**src/rtl/cpu_instr_sequencer_pkg.sv**
```systemverilog
// Shared definitions for the CPU instruction sequencer: opcodes, instruction
// field layout, FSM states and pin-encoding helpers.
package cpu_seq_pkg;

  localparam int INSTR_W    = 13;
  localparam int OPCODE_LSB = 9;
  localparam int OPCODE_W   = 4;
  localparam int DATA_LSB   = 5;
  localparam int DATA_W     = 4;
  localparam int ADDR_LSB   = 1;
  localparam int ADDR_W     = 4;
  localparam int WE_BIT     = 0;

  typedef enum logic [3:0] {
    OP_ADD   = 4'h0,
    OP_SUB   = 4'h1,
    OP_STORE = 4'h2,
    OP_LOAD  = 4'h3,
    OP_AND   = 4'h5,
    OP_OR    = 4'h6,
    OP_XOR   = 4'h7,
    OP_NOT   = 4'h8,
    OP_SHL   = 4'h9,
    OP_NOP   = 4'hF
  } opcode_e;

  typedef logic [INSTR_W-1:0] instr_t;

  localparam instr_t NOP_INSTR = {OP_NOP, 4'h0, 4'h0, 1'b0};

  typedef enum logic [1:0] {
    S_IDLE,
    S_ISSUE,
    S_SETTLE,
    S_DONE
  } state_e;

  function automatic logic [7:0] ui_pins(instr_t i);
    return {i[DATA_LSB +: DATA_W], i[ADDR_LSB +: ADDR_W]};
  endfunction

  function automatic logic [7:0] uio_pins(instr_t i);
    return {i[OPCODE_LSB +: OPCODE_W], 3'b000, i[WE_BIT]};
  endfunction

endpackage

```
**src/rtl/cpu_instr_sequencer_if.sv**
```systemverilog
// Host-side bus of the instruction sequencer: program load, run control,
// CPU pin drive/capture and result readback.
interface cpu_instr_sequencer_if #(parameter int AW = 4);

  logic          prog_wr_en;
  logic [AW-1:0] prog_wr_addr;
  logic [12:0]   prog_wr_data;
  logic          start;
  logic [AW:0]   run_len;
  logic          abort;
  logic [3:0]    acc_in;
  logic [7:0]    cpu_ui;
  logic [7:0]    cpu_uio;
  logic [AW-1:0] res_rd_addr;
  logic [3:0]    res_rd_data;
  logic [3:0]    last_result;
  logic [AW-1:0] pc;
  logic          busy;
  logic          done;

  modport master (
    output prog_wr_en, prog_wr_addr, prog_wr_data, start, run_len, abort,
           acc_in, res_rd_addr,
    input  cpu_ui, cpu_uio, res_rd_data, last_result, pc, busy, done
  );

  modport slave (
    input  prog_wr_en, prog_wr_addr, prog_wr_data, start, run_len, abort,
           acc_in, res_rd_addr,
    output cpu_ui, cpu_uio, res_rd_data, last_result, pc, busy, done
  );

endinterface

```
**src/rtl/cpu_instr_sequencer_prog_mem.sv**
```systemverilog
// Program store: DEPTH x 13-bit register file, synchronous write,
// asynchronous read, synchronous reset of every entry to NOP.
module cpu_seq_prog_mem
  import cpu_seq_pkg::*;
#(
  parameter int DEPTH = 16,
  parameter int AW    = 4
) (
  input  logic          clk,
  input  logic          rst,
  input  logic          wr_en,
  input  logic [AW-1:0] wr_addr,
  input  instr_t        wr_data,
  input  logic [AW-1:0] rd_addr,
  output instr_t        rd_data
);

  instr_t mem [DEPTH];

  always_ff @(posedge clk) begin
    if (rst) begin
      for (int i = 0; i < DEPTH; i++) mem[i] <= NOP_INSTR;
    end else if (wr_en) begin
      mem[wr_addr] <= wr_data;
    end
  end

  assign rd_data = mem[rd_addr];

endmodule

```
**src/rtl/cpu_instr_sequencer.sv**
```systemverilog
// Plays a stored program onto the CPU pins with HOLD/SETTLE spacing and
// captures the accumulator after each instruction into a result file.
module cpu_instr_sequencer
  import cpu_seq_pkg::*;
#(
  parameter int DEPTH  = 16,
  parameter int AW     = 4,
  parameter int HOLD   = 2,
  parameter int SETTLE = 3
) (
  input  logic                 clk,
  input  logic                 rst,
  cpu_instr_sequencer_if.slave bus
);

  localparam int CW = $clog2((HOLD > SETTLE ? HOLD : SETTLE) + 1);

  state_e        state;
  logic [CW-1:0] cnt;
  logic [AW-1:0] pc;
  logic [AW:0]   len;
  logic          busy;
  logic          done;
  logic [7:0]    ui_reg;
  logic [7:0]    uio_reg;
  logic [3:0]    last_reg;
  logic [3:0]    results [DEPTH];

  logic          mem_wr_en;
  logic [AW-1:0] fetch_addr;
  instr_t        mem_data;
  instr_t        fetch;

  // Writes are locked out during a run; a write landing on the same edge as
  // start is forwarded so the first instruction sees it.
  assign mem_wr_en  = bus.prog_wr_en & ~busy;
  assign fetch_addr = (state == S_IDLE) ? '0 : pc + AW'(1);
  assign fetch      = (mem_wr_en && bus.prog_wr_addr == fetch_addr) ? bus.prog_wr_data : mem_data;

  cpu_seq_prog_mem #(.DEPTH(DEPTH), .AW(AW)) u_prog_mem (
    .clk     (clk),
    .rst     (rst),
    .wr_en   (mem_wr_en),
    .wr_addr (bus.prog_wr_addr),
    .wr_data (bus.prog_wr_data),
    .rd_addr (fetch_addr),
    .rd_data (mem_data)
  );

  always_ff @(posedge clk) begin
    if (rst) begin
      state    <= S_IDLE;
      cnt      <= '0;
      pc       <= '0;
      len      <= '0;
      busy     <= 1'b0;
      done     <= 1'b0;
      ui_reg   <= ui_pins(NOP_INSTR);
      uio_reg  <= uio_pins(NOP_INSTR);
      last_reg <= '0;
      for (int i = 0; i < DEPTH; i++) results[i] <= '0;
    end else begin
      done <= 1'b0;
      if (bus.abort && busy) begin
        state   <= S_IDLE;
        cnt     <= '0;
        busy    <= 1'b0;
        ui_reg  <= ui_pins(NOP_INSTR);
        uio_reg <= uio_pins(NOP_INSTR);
      end else begin
        unique case (state)
          S_IDLE: begin
            if (bus.start) begin
              len <= bus.run_len;
              pc  <= '0;
              cnt <= '0;
              if (bus.run_len == '0) begin
                state <= S_DONE;
                done  <= 1'b1;
              end else begin
                state   <= S_ISSUE;
                busy    <= 1'b1;
                ui_reg  <= ui_pins(fetch);
                uio_reg <= uio_pins(fetch);
              end
            end
          end
          S_ISSUE: begin
            if (cnt == CW'(HOLD - 1)) begin
              state   <= S_SETTLE;
              cnt     <= '0;
              ui_reg  <= ui_pins(NOP_INSTR);
              uio_reg <= uio_pins(NOP_INSTR);
            end else begin
              cnt <= cnt + CW'(1);
            end
          end
          S_SETTLE: begin
            if (cnt == CW'(SETTLE - 1)) begin
              results[pc] <= bus.acc_in;
              last_reg    <= bus.acc_in;
              cnt         <= '0;
              if ({1'b0, pc} + (AW+1)'(1) == len) begin
                state <= S_DONE;
                done  <= 1'b1;
                busy  <= 1'b0;
              end else begin
                pc      <= pc + AW'(1);
                state   <= S_ISSUE;
                ui_reg  <= ui_pins(fetch);
                uio_reg <= uio_pins(fetch);
              end
            end else begin
              cnt <= cnt + CW'(1);
            end
          end
          S_DONE: state <= S_IDLE;
          default: state <= S_IDLE;
        endcase
      end
    end
  end

  assign bus.cpu_ui      = ui_reg;
  assign bus.cpu_uio     = uio_reg;
  assign bus.res_rd_data = results[bus.res_rd_addr];
  assign bus.last_result = last_reg;
  assign bus.pc          = pc;
  assign bus.busy        = busy;
  assign bus.done        = done;

endmodule

```
**src/flat_wrapper.sv**
```systemverilog
// flat-port wrapper written by rule: the top's interface ports become plain ports
module cpu_instr_sequencer_flat import cpu_seq_pkg::*;
#(
  parameter int DEPTH  = 16,
  parameter int AW     = 4,
  parameter int HOLD   = 2,
  parameter int SETTLE = 3
)
  (clk, rst, bus_prog_wr_en, bus_prog_wr_addr, bus_prog_wr_data, bus_start, bus_run_len, bus_abort, bus_acc_in, bus_res_rd_addr, bus_cpu_ui, bus_cpu_uio, bus_res_rd_data, bus_last_result, bus_pc, bus_busy, bus_done);
  cpu_instr_sequencer_if #(.AW(AW)) bus_i ();
  input  logic clk;
  input  logic rst;
  input wire logic [$bits(bus_i.prog_wr_en)-1:0] bus_prog_wr_en;
  input wire logic [$bits(bus_i.prog_wr_addr)-1:0] bus_prog_wr_addr;
  input wire logic [$bits(bus_i.prog_wr_data)-1:0] bus_prog_wr_data;
  input wire logic [$bits(bus_i.start)-1:0] bus_start;
  input wire logic [$bits(bus_i.run_len)-1:0] bus_run_len;
  input wire logic [$bits(bus_i.abort)-1:0] bus_abort;
  input wire logic [$bits(bus_i.acc_in)-1:0] bus_acc_in;
  input wire logic [$bits(bus_i.res_rd_addr)-1:0] bus_res_rd_addr;
  output wire logic [$bits(bus_i.cpu_ui)-1:0] bus_cpu_ui;
  output wire logic [$bits(bus_i.cpu_uio)-1:0] bus_cpu_uio;
  output wire logic [$bits(bus_i.res_rd_data)-1:0] bus_res_rd_data;
  output wire logic [$bits(bus_i.last_result)-1:0] bus_last_result;
  output wire logic [$bits(bus_i.pc)-1:0] bus_pc;
  output wire logic [$bits(bus_i.busy)-1:0] bus_busy;
  output wire logic [$bits(bus_i.done)-1:0] bus_done;
  assign bus_i.prog_wr_en = bus_prog_wr_en;
  assign bus_i.prog_wr_addr = bus_prog_wr_addr;
  assign bus_i.prog_wr_data = bus_prog_wr_data;
  assign bus_i.start = bus_start;
  assign bus_i.run_len = bus_run_len;
  assign bus_i.abort = bus_abort;
  assign bus_i.acc_in = bus_acc_in;
  assign bus_i.res_rd_addr = bus_res_rd_addr;
  assign bus_cpu_ui = bus_i.cpu_ui;
  assign bus_cpu_uio = bus_i.cpu_uio;
  assign bus_res_rd_data = bus_i.res_rd_data;
  assign bus_last_result = bus_i.last_result;
  assign bus_pc = bus_i.pc;
  assign bus_busy = bus_i.busy;
  assign bus_done = bus_i.done;
  cpu_instr_sequencer #(.DEPTH(DEPTH), .AW(AW), .HOLD(HOLD), .SETTLE(SETTLE)) u_core (.clk(clk), .rst(rst), .bus(bus_i));
endmodule
```
**config.mk**
```make
export PLATFORM = sky130hd
export DESIGN_NAME = cpu_instr_sequencer_flat
export DESIGN_NICKNAME = d
export VERILOG_FILES = /design/src/rtl/cpu_instr_sequencer_pkg.sv /design/src/rtl/cpu_instr_sequencer_if.sv /design/src/rtl/cpu_instr_sequencer_prog_mem.sv /design/src/rtl/cpu_instr_sequencer.sv /design/src/flat_wrapper.sv
export SDC_FILE = /design/constraint.sdc
export NUM_CORES = 1
export LEC_CHECK = 0
export CORE_ASPECT_RATIO = 0.9
export CORE_UTILIZATION = 25
export CTS_CLUSTER_SIZE = 28
export DETAILED_ROUTE_END_ITERATION = 10
export GPL_TIMING_DRIVEN = 0
export PLACE_DENSITY = 0.43
export SETUP_SLACK_MARGIN = 0.4
export SYNTH_ARGS = -nofsm -noshare
export SYNTH_HDL_FRONTEND = slang
export SYNTH_SLANG_ARGS = --single-unit
```
**constraint.sdc**
```tcl
create_clock -name clk -period 2.9 [get_ports clk]
set_input_delay 0.58 -clock clk [delete_from_list [all_inputs] [get_ports clk]]
set_output_delay 0.58 -clock clk [all_outputs]
set_load 0.005 [all_outputs]
```
==> flow_summary.yaml <==
finish:
  layout.nets: 1347
  postLayoutCoreUtil: 0.312
  multiInputGateArea_mm2: 0.00554
  finalInstanceArea_mm2: 0.0178
  fill_cells: 5817
  drive_gt1_frac: 0.194
  n_antenna_cell: 0
  seq_area_mm2: 0.00881
  instances_no_fill: 2097
  areaGrowthSynthToFinish_pct: 22.9
grt:
  grt_max_degree: 14
  grt_pass1_vias: 9880
  grt_pass1_wl_mm: 65.9
  grtUsageTotal: 0.152
  antenna_found_initial: 2
  grt.overflow.total: 0
clocking:
  clkSinkCount: 304
  h-tree-depth: 2
  cts_max_path_buffers: 3
  cts_root_buf: "clkbuf_16"
  cts_hold_buf: 0
  cts_tree: "yes"
  clk_latency_ns: 0.57
  cts_buffers: 38
  clkTransAtPathRegs_ns: 0.06
synthesis:
  syn_inst: 1185
  synth_seq_area_share: 0.607
  async_reset_ff_frac: 0
  ys_types: 61
  synth_area_mm2: 0.0145
  synth_edf_count: 272
  yosysWarningCount: 0
  synth_flop_cell: "edfxtp_1"
  syn_avg_cell_area_um2: 12.3
  synth-seq-cells: 304
drt:
  dr_total_vias: 9685
  wire_per_inst_um: 21.3
  drcViolationCount: 0
  dr.pass1.iters: 5
  viasPerCell: 4.62
  ant_nets: 0
  drt_wl_total_mm: 44.6
  drt_iter0_drc: 740
sta:
  clock.fmax_mhz: 373
  grt_setup_unrepaired: "yes"
  period_needed_ns: 2.68
  hold_viol: 0
  relSlewSlack: 0.399
  finalClockSkew_ns: 0.0155
  fin_crit_sh: 0.925
  drv_slew: 0
  setup-violations-final: 0
  worst_pin_slew_ns: 0.894
pwr:
  pwr-share-clk: 0.337
  switching_power_mw: 4.35
  p_leak_nw: 6.07
  seqPwrFrac: 0.381
  ir_drop_uv: 347
  total_power_mw: 13.5
  p_int_mw: 9.11
  combPwrFrac: 0.282
  power_density_mw_per_mm2: 754
  switching_share: 0.323
worst_setup_path:
  critical_path_class: "reg2out"
  critical_path_arrival_ns: 2.10
  path_max_fanout: 1
  cp_data_required_time_ns: 2.32
  start_kind: "register"
  crit_path_end_kind: "output port"
floorplanning:
  core-area_mm2: 0.0572
  dieArea_mm2: 0.0590
  start_util: 0.254
  die_w_um: 256
  die_h_um: 231
  row_count: 83
  pin_count: 65
run_status:
  status: "complete, no violations"
placement:
  place_inst: 2008
  portBuffers: 56
  dpl_cell_area_mm2: 0.0161
  place_hpwl_mm: 32.3
  gp_congestion: 0.841
hold_path:
  hp-class: "reg2reg"
run:
  timing.max_cap.violations: 0
[power by group through the flow]
| stage | clock network (mW) | logic [mW] | registers (mW) |
|---|---|---|---|
| detailed placement | 0 | 3.44 | 5.22 |
| CTS | 4.64 | 3.64 | 5.13 |
| global placement | 0 | 3.44 | 5.22 |
| finish | 4.54 | 3.79 | 5.13 |
| global route | 4.80 | 4.09 | 5.16 |
| floorplan | 0 | 2.13 | 5.19 |
[stage by stage]
stage / hold slack (ns) / TNS, ns / worst slack (ns)
3_5_place_dp: 0.480 / -66.29 / -0.423
2_1_floorplan: 0.476 / 0 / 0.400
6_report: 0.491 / 0 / 0.218
4_1_cts: 0.497 / 0 / 0.173
5_1_grt: 0.524 / 0 / 0.136
3_3_place_gp: 0.470 / -68.94 / -0.398
[placed cells by master (no fill, tap or decap), drive strengths merged, types with 5 or more instances in the layout]
master         synthesis  final
a211oi                 5      5
a21oi                 47     47
a221o                  9      9
a221oi                 5      5
a22o                   8      8
a2bb2oi                8      8
a32o                  16     16
and2                 220    220
buf                   31     57
clkbuf                62    108
clkdlybuf4s50          0     52
clkinv                 4     21
dfxtp                 32     32
edfxtp               272    272
ha                     7      7
inv                    7      9
mux2i                 49     49
mux4                  24     24
nand2                140    140
nand2b                 9      9
nand3                 24     24
nand3b                11     11
nor2                  55     55
nor2b                  9      9
nor3                  15     15
o21ai                 15     15
o221ai                16     16
or2                   35     35
xnor2                  7      7
[cell usage after synthesis (all sizes together), types with 15 or more instances]
cell	instances	area (um^2)
edfxtp	272	8170
a21oi	47	235
buf	31	184
o21ai	15	75.1
dfxtp	32	641
nand3	24	120
and2	220	1380
nor2	55	206
or2	35	219
clkbuf	62	233
nand2	140	526
mux4	24	541
nor3	15	85.1
o221ai	16	140
mux2i	49	503
a32o	16	160
[sequential cells by signal, summed over array words and instances, names as in the netlist, 4 cells and up]
name,cells
u_core.len,5
u_core.u_prog_mem.mem,208
u_core.bus.cpu_ui,8
u_core.bus.cpu_uio,5
u_core.results,64
u_core.bus.pc,4
u_core.bus.last_result,4
[per-layer routing]
| metal | vias up | global-route usage | routed length [um] |
|---|---|---|---|
| li1 | 4520 | - | - |
| met4 | 0 | 0.0442 | 1090 |
| met5 | - | 0 | 0 |
| met2 | 254 | 0.231 | 19500 |
| met3 | 65 | 0.0236 | 2250 |
| met1 | 4846 | 0.221 | 21800 |
[what timing repair did]
| action | 4_1_cts | 5_1_grt |
|---|---|---|
| setup endpoints to repair | 192 | 279 |
| hold endpoints to repair | 0 | 0 |
| gates resized for setup | 76 | 77 |
| buffers inserted | 13 | 7 |
| pin swaps | 12 | 16 |
| cloned | 1 | 1 |
[logic make-up after synthesis]
group | count (synthesis) | synth area share
simple gates | 528 | 0.194
flops | 304 | 0.607
compound gates | 153 | 0.0792
buf+inv | 104 | 0.0315
mux | 77 | 0.0750
xor+xnor | 11 | 0.00715
fa+ha+maj | 7 | 0.00603
other cells | 1 | 0.000258
[final timing paths]
check                       startpoint              endpoint  slack, ns  cells after the start
setup / recovery  u_core.results[3][0]    bus_res_rd_data[0]       0.22                      3
setup reg to reg      u_core.bus.pc[0]  u_core.bus.cpu_ui[5]       0.25                     13
hold reg to reg   u_core.bus.cpu_ui[6]  u_core.bus.cpu_ui[6]       0.49                      1
hold / removal    u_core.bus.cpu_ui[6]  u_core.bus.cpu_ui[6]       0.49                      1
[critical path: stages (launching register included)]
cell,delay [ns]
edfxtp_1,0.38
mux4_2,0.54
mux4_2,0.48
buf_2,0.14
[final cells by class]
| type | instances | share of cell area |
|---|---|---|
| multi-input cells | 779 | 0.311 |
| clock buffers | 46 | 0.0561 |
| repair buffers | 78 | 0.0419 |
| clock inverters | 21 | 0.00953 |
| inverters | 11 | 0.00259 |
| plain buffers | 93 | 0.0318 |
| well taps | 765 | 0.0536 |
| flip-flops and latches | 304 | 0.494 |
Note: power is estimated with default switching activity, not from simulation.
